**config.mk**
```make
export PLATFORM = sky130hd
export DESIGN_NAME = bin_dn_tmr
export DESIGN_NICKNAME = d
export VERILOG_FILES = /design/src/rtl/bin_dn_tmr.sv
export SDC_FILE = /design/constraint.sdc
export NUM_CORES = 1
export LEC_CHECK = 0
export CORE_MARGIN = 2
export CORE_UTILIZATION = 40
export DETAILED_ROUTE_END_ITERATION = 16
export PLACE_DENSITY = 0.67
export SYNTH_ARGS = -nofsm -noshare
export SYNTH_HDL_FRONTEND = slang
export SYNTH_SLANG_ARGS = --single-unit
```
**constraint.sdc**
```tcl
create_clock -name clk -period 1.95 [get_ports clk]
set_input_delay 0.2925 -clock clk [delete_from_list [all_inputs] [get_ports clk]]
set_output_delay 0.2925 -clock clk [all_outputs]
set_load 0.005 [all_outputs]
```
**src/rtl/bin_dn_tmr.sv**
```systemverilog
// rtl/bin_dn_tmr.sv - loadable binary down-counter/timer with terminal-count pulse and done flag.
// Optional periodic mode: define BIN_DN_TMR_AUTO_RELOAD_EN to reload from the reload register at terminal count.

module bin_dn_tmr_dff (
    input  logic clk,
    input  logic rst,
    input  logic d,
    output logic q
);

    always_ff @(posedge clk or negedge rst) begin
        if (!rst) begin
            q <= 1'b0;
        end else begin
            q <= d;
        end
    end

endmodule

module bin_dn_tmr #(
    parameter int WIDTH = 4
) (
    input  logic             clk,
    input  logic             rst,
    input  logic             load,
    input  logic [WIDTH-1:0] load_val,
    input  logic             start,
    input  logic             en,
    output logic [WIDTH-1:0] count,
    output logic             busy,
    output logic             done,
    output logic             tc
);

    typedef enum logic [1:0] {
        IDLE  = 2'd0,
        COUNT = 2'd1,
        DONE  = 2'd2
    } state_t;

    localparam logic [WIDTH-1:0] ONE  = {{(WIDTH-1){1'b0}}, 1'b1};
    localparam logic [WIDTH-1:0] ZERO = '0;

    state_t           state;
    state_t           state_next;
    logic [WIDTH-1:0] count_next;
    logic [WIDTH-1:0] reload;
    logic [WIDTH-1:0] reload_next;
    logic             tc_next;

    // Count register as one flop per bit, mirroring the structural up-counter.
    for (genvar g = 0; g < WIDTH; g++) begin : g_count_bit
        bin_dn_tmr_dff u_dff (
            .clk (clk),
            .rst (rst),
            .d   (count_next[g]),
            .q   (count[g])
        );
    end

    always_ff @(posedge clk or negedge rst) begin
        if (!rst) begin
            state  <= IDLE;
            reload <= ZERO;
            tc     <= 1'b0;
        end else begin
            state  <= state_next;
            reload <= reload_next;
            tc     <= tc_next;
        end
    end

    always_comb begin
        state_next  = state;
        count_next  = count;
        reload_next = reload;
        tc_next     = 1'b0;
        if (load) begin
            count_next  = load_val;
            reload_next = load_val;
            state_next  = IDLE;
        end else begin
            case (state)
                IDLE: begin
                    if (start) begin
                        if (count != ZERO) begin
                            state_next = COUNT;
                        end else begin
                            state_next = DONE;
                            tc_next    = 1'b1;
                        end
                    end
                end
                COUNT: begin
                    // A zero count is unreachable here, so it simply holds.
                    if (en) begin
                        if (count > ONE) begin
                            count_next = count - ONE;
                        end else if (count == ONE) begin
                            tc_next = 1'b1;
`ifdef BIN_DN_TMR_AUTO_RELOAD_EN
                            count_next = reload;
`else
                            count_next = ZERO;
                            state_next = DONE;
`endif
                        end
                    end
                end
                DONE: begin
                    if (start) begin
                        count_next = reload;
                        if (reload != ZERO) begin
                            state_next = COUNT;
                        end else begin
                            tc_next = 1'b1;
                        end
                    end else begin
                        count_next = ZERO;
                    end
                end
                default: begin
                    state_next = IDLE;
                    count_next = ZERO;
                end
            endcase
        end
    end

    assign busy = (state == COUNT);
    assign done = (state == DONE);

endmodule

```
==> reports/summary.txt <==
Layout area overhead: 45.86%
initial cell density of the core: 41.32%
RSZ-0062 raised after global routing: yes
Skew-Pair Late Insertion Delay: 270 ps
number of clock sinks: 11
die height: 48.32 µm
Routed WL per cell: 14.18 µm
max cap viols: 0
critical path's top delay family: simple AND/OR/NAND/NOR gates
core area: 1902 µm²
Hold Violations, Final: 0
Non-Filler Instances: 137
status: finished, final reports clean
area leader, netlist: dfrtp_1
largest net degree at the start of global routing: 12
FFs w/ async S/R, synth: 100.0%
crit-path max FO: 6
Synth Instances: 78
measured slew at the worst slew-check pin: 515.8 ps
largest cells by area after synthesis: dfrtp_1, ha_1, mux2_2
cell at the slowest stage of the critical path: or4b_4
dpl cells: 129
Final WS setup: 41.03 ps
global-route wire length before repair: 3153 µm
initial antenna violation count: 0
DRT iter0 DRCs: 10
fin. max-slew vios: 0
max frequency: 0.5238 GHz
post-route ant nets: 0
IR drop worst, VDD: 645.3 µV
vias in the first global route: 668
full die area: 2335 µm²
Syn Area/Cell: 10.07 µm²
crit start category: register
drt pass-1 iters: 4
die width: 48.32 µm
Worst Path Arrival: 2070 ps
critical path class: register to register
clk buf depth: 2
CTS tree: built
critical path required time: 2110 ps
Worst Setup End Kind: register
I/O pin cnt: 16
library cells used by synthesis: 30
Clock Skew: 4.240 ps
Critical Path Max Stage Delay: 470 ps
cell with the most instances after synthesis: dfrtp_1
post-placement setup slack: -37.65 ps
Root Buffer: clkbuf_4
critical path, cell by cell: inv_2, ha_4, or4b_4, a311oi_4, buf_6, mux2_4
flop2flop setup slack: 40 ps
synthesized cell area: 785.8 µm²
Top FF cell, synth: dfrtp_1
layout cell share with drive strength beyond 1: 34.55%
synthesized flop and latch total: 11
Vias: 705
final net count: 126
top post-synthesis cells by count: dfrtp_1, inv_1, ha_1
All-Layer GR Usage: 17.73%
final-layout fill cell count: 176
Final min period: 1909 ps
Hold Crit Class: primary input to async pin
Final Cycle Share: 97.90%
Vias/cell: 5.146
WP buf/inv: 2
CTS clock-pin slew for the worst setup and hold paths: 70 ps
power per cell area: 1253 nW/µm²
Seq/Total Area, Yosys: 35.03%
DRC Markers: 0
GP Congestion: 0.7600
warnings from Yosys: 0
syn nets: 93
HPWL after detailed placement: 1464 µm
total gr overflow: 0
FP Rows: 16
Yosys top cell area share: 35.03%
Port Buffers: 15
diodes inserted: 0
# setup viols final: 0
H-tree depth reported by CTS: 1
TritonCTS buffer count: 3
EDFF count, synth: 0
relative slew slack: 65.50%
LEAKAGE: 0.0004986 µW
WL final: 1942 µm
## path summary, 6_finish.rpt
kind / startpoint / to / cells after the start
setup / recovery: g_count_bit[0].u_dff.q / g_count_bit[1].u_dff.q / 6
max in group asynchronous: rst / reload[3] / 1
hold / removal: rst / tc / 1
setup reg to reg: g_count_bit[0].u_dff.q / g_count_bit[1].u_dff.q / 6
min in group clk: reload[1] / reload[1] / 1
hold reg to reg: reload[1] / reload[1] / 1
## worst reg2reg max path: cells and delay by family (launching register included)
kind	cells	cell delay (ps)
buf+inv	2	250
mux	1	300
simple gates	1	470
fa+ha+maj	1	130
compound gates	1	220
flops	1	430
## per-stage QoR
step           utilization [%]  setup TNS (ps)  total power (µW)  hold slack (ps)  cell area [µm²]
2_1_floorplan                -               0             861.1           -3.091            808.3
4_1_cts                  57.83               0              1372            378.5             1100
5_1_grt                  60.26          -7.941              1551            397.0             1146
6_report                 60.26               0              1437            360.3             1146
3_3_place_gp             55.92               0              1159            520.0             1064
3_5_place_dp             55.92          -67.18              1193            522.3             1064
## metal layers
| layer | share of wire (%) | vias to the layer above | wire length, µm | track usage (%) |
|---|---|---|---|---|
| met3 | 3.9 | 2 | 76 | 4.321 |
| li1 | - | 350 | - | - |
| met4 | 1.0 | 0 | 20 | 5.714 |
| met1 | 45 | 336 | 874 | 21.02 |
| met2 | 50 | 17 | 970 | 31.48 |
| met5 | 0 | - | 0 | 0 |
## cells by family after synthesis
| kind of cell | share of synthesized area (%) |
|---|---|
| AOI/OAI and AO/OA | 21.02 |
| adders and majority gates | 9.554 |
| buffers and inverters | 8.121 |
| DFF | 35.03 |
| muxes | 8.439 |
| and+or+nand+nor | 17.83 |
## flip-flops by register name, indices dropped and copies added, names as in the netlist
| signal | cells |
|---|---|
| g_count_bit.u_dff.q | 4 |
| reload | 4 |
| tc | 1 |
| state | 2 |
## cells in the final DEF (no fill, tap or decap), drive strengths merged, types with 3 or more instances in the layout
| cell | n |
|---|---|
| nand2 | 3 |
| inv | 8 |
| a22oi | 3 |
| clkdlybuf4s50 | 15 |
| o21ai | 4 |
| buf | 18 |
| nor2 | 4 |
| clkbuf | 4 |
| ha | 6 |
| dfrtp | 11 |
| nor3 | 5 |
| mux2 | 5 |
## report_power, final
part / switching (µW) / total (µW) / internal, µW / leakage [µW]
Sequential: 46.3 / 334 / 288 / 0.000139
Clock: 76.2 / 155 / 79.2 / 0.0000150
Combinational: 415 / 947 / 532 / 0.000345
## cell type report
type	instances	area (µm²)	area share [%]
multi-input cells	54	491.7	42.90
repair buffers	33	289.0	25.22
flip-flops and latches	11	275.3	24.02
well taps	27	33.78	2.948
inverters	8	30.03	2.620
clock buffers	4	26.28	2.293
## timing repair
action,in CTS,in global routing
setup buffers,1,3
hold buffers,0,0
setup endpoints to repair,3,4
pin swaps,1,2
gates resized for setup,1,5
cloned,0,0
No activity file was read; power rests on OpenSTA's default activity.
==> patch: new RTL, config.mk and constraints unchanged <==
Build with the macro `BIN_DN_TMR_AUTO_RELOAD_EN` defined.
--- a/src/rtl/bin_dn_tmr.sv
+++ b/src/rtl/bin_dn_tmr.sv
@@ -1,4 +1,6 @@
 // rtl/bin_dn_tmr.sv - loadable binary down-counter/timer with terminal-count pulse and done flag.
 // Optional periodic mode: define BIN_DN_TMR_AUTO_RELOAD_EN to reload from the reload register at terminal count.
+
+`define BIN_DN_TMR_AUTO_RELOAD_EN
 
 module bin_dn_tmr_dff (
Behaviour: not the same (a bounded check fails within 4 cycles, from zero or initial values and one cycle with rst low).
==> patch against the original RTL <==
Total power is 5.0% lower. Worst setup slack better by 20 ps. Sequential cell count stayed put. Synthesized area is 7.6% higher. Count of clock-buffer cells in the layout stayed put. Cell area stayed put. Sequential power is 4% higher. Largest power group unchanged. Wire length is 9.4% higher.
==> patch: results (changes against the original RTL) <==
Parameter                              Value

Global route
  Overall fraction of global-route tracks in use ... 0.178 (was 0.177)
  Number of global-route vias before repair ... 739 (was 668)
  Global-route wire length before repair ... 3.37 mm (was 3.15 mm)
  Maximum number of pins on one net before global-route repair ... 14 (was 12)

Cells and area
  Final Net Count ... 127 (was 126)
  FILL cells ... 163 (was 176)
  Share of cells above drive strength 1 ... 0.306 (was 0.345)
  Area growth from synthesis to layout ... 35.5% (was 45.9%)

Clock network
  Worst-Skew Late Latency ... 280 ps

Synthesis
  Part of the Yosys area used for sequential elements ... 0.325 (was 0.350)
  Warning count from the yosys run ... 0 (unchanged)
  Synthesized-area fraction occupied by ao, oa, aoi and oai cells ... 0.237 (was 0.210)
  Fraction of synthesized area in multiplexers ... 0.0769 (was 0.0844)
  Cells taking the most area after synthesis ... dfrtp_1, ha_1, mux2_2, o21ai_0, buf_4 (was dfrtp_1, ha_1, mux2_2, buf_4, inv_1)
  Net Count, Synth ... 104 (was 93)
  Share of synthesized cell area in full adder, half adder and majority cells ... 0.0888 (was 0.0955)
  Number of instances in the synthesized netlist ... 89 (was 78)
  Top cell types by occurrence after synthesis ... dfrtp_1, inv_1, ha_1, o21ai_0 (was dfrtp_1, inv_1, ha_1)
  Unique cell type count in the Yosys netlist ... 40 (was 30)

Route
  Router iterations before antenna repair ... 5 (was 4)
  Post-detailed-route via-to-cell ratio ... 5.80 (was 5.15)
  Per-cell routed wire length ... 15.4 microns (was 14.2 microns)
  DRT Wirelength ... 2.12 mm (was 1.94 mm)

Run status
  Status ... finished clean (unchanged)

Power
  Lkg Pwr ... 0.445 nW (was 0.499 nW)
  Pint ... 0.000810 W (was 0.000899 W)
  Peak supply drop ... 0.000702 V (was 0.000645 V)

STA
  Post-route clock skew ... 0.647 ps (was 4.24 ps)
  Slew @ Worst Pin ... 561 ps (was 516 ps)

Place
  DP HPWL ... 1.50 mm (was 1.46 mm)
  RePlAce Congestion ... 0.910 (was 0.760)
  Cell area after placement ... 1030 sq um (was 1060 sq um)
  Worst slack, placed ... 28.5 ps (was -37.7 ps)

Worst setup path
  CP peak stage delay ... 490 ps (was 470 ps)
  Worst path arrival time ... 2040 ps (was 2070 ps)
## patch: metal layers
metal	global-route usage	wire length [microns]	vias to the layer above
met5	0	0	-
met4	0.106	59	0
met3	0.0182	104	7
met2	0.274	1030	32
met1	0.237	925	387
li1	-	-	374
## patch: layout make-up
type / instances / share of cell area
Clock buffer: 4 / 0.0229
Inverter: 7 / 0.0229
Multi-Input combinational cell: 63 / 0.480
Sequential cell: 11 / 0.241
Tap cell: 27 / 0.0295
Timing Repair Buffer: 26 / 0.203
## patch: timing repair
action,CTS,global route
gates resized for setup,1,13
pin swaps,0,3
setup endpoints to repair,2,6
setup buffers,0,5
hold buffers,0,0
## patch: path summary, 6_finish.rpt
path                                        start                      to  slack [ps]  cells past startpoint
max in group asynchronous                     rst  g_count_bit[0].u_dff.q        1180                      1
setup / recovery           g_count_bit[1].u_dff.q  g_count_bit[0].u_dff.q          60                      5
min in group clk                        reload[1]               reload[1]         580                      1
hold / removal                                rst               reload[3]         370                      1
hold reg to reg                         reload[1]               reload[1]         580                      1
setup reg to reg           g_count_bit[1].u_dff.q  g_count_bit[0].u_dff.q          60                      5
## patch: power groups by stage
stage | Sequential [W] | Clock [W] | Combinational [W]
after detailed placement | 0.000339 | 0 | 0.000697
after floorplan | 0.000327 | 0 | 0.000488
after global placement | 0.000338 | 0 | 0.000691
after global routing | 0.000354 | 0.000179 | 0.000916
after CTS | 0.000335 | 0.000171 | 0.000706
final | 0.000346 | 0.000169 | 0.000850
## patch: worst max-delay path, delay by kind of cell, from the launching register on
family,cells,cell delay [ps]
buffers and inverters,1,120
AOI/OAI and AO/OA,2,570
and+or+nand+nor,1,490
DFF,1,420
adders and majority gates,1,160
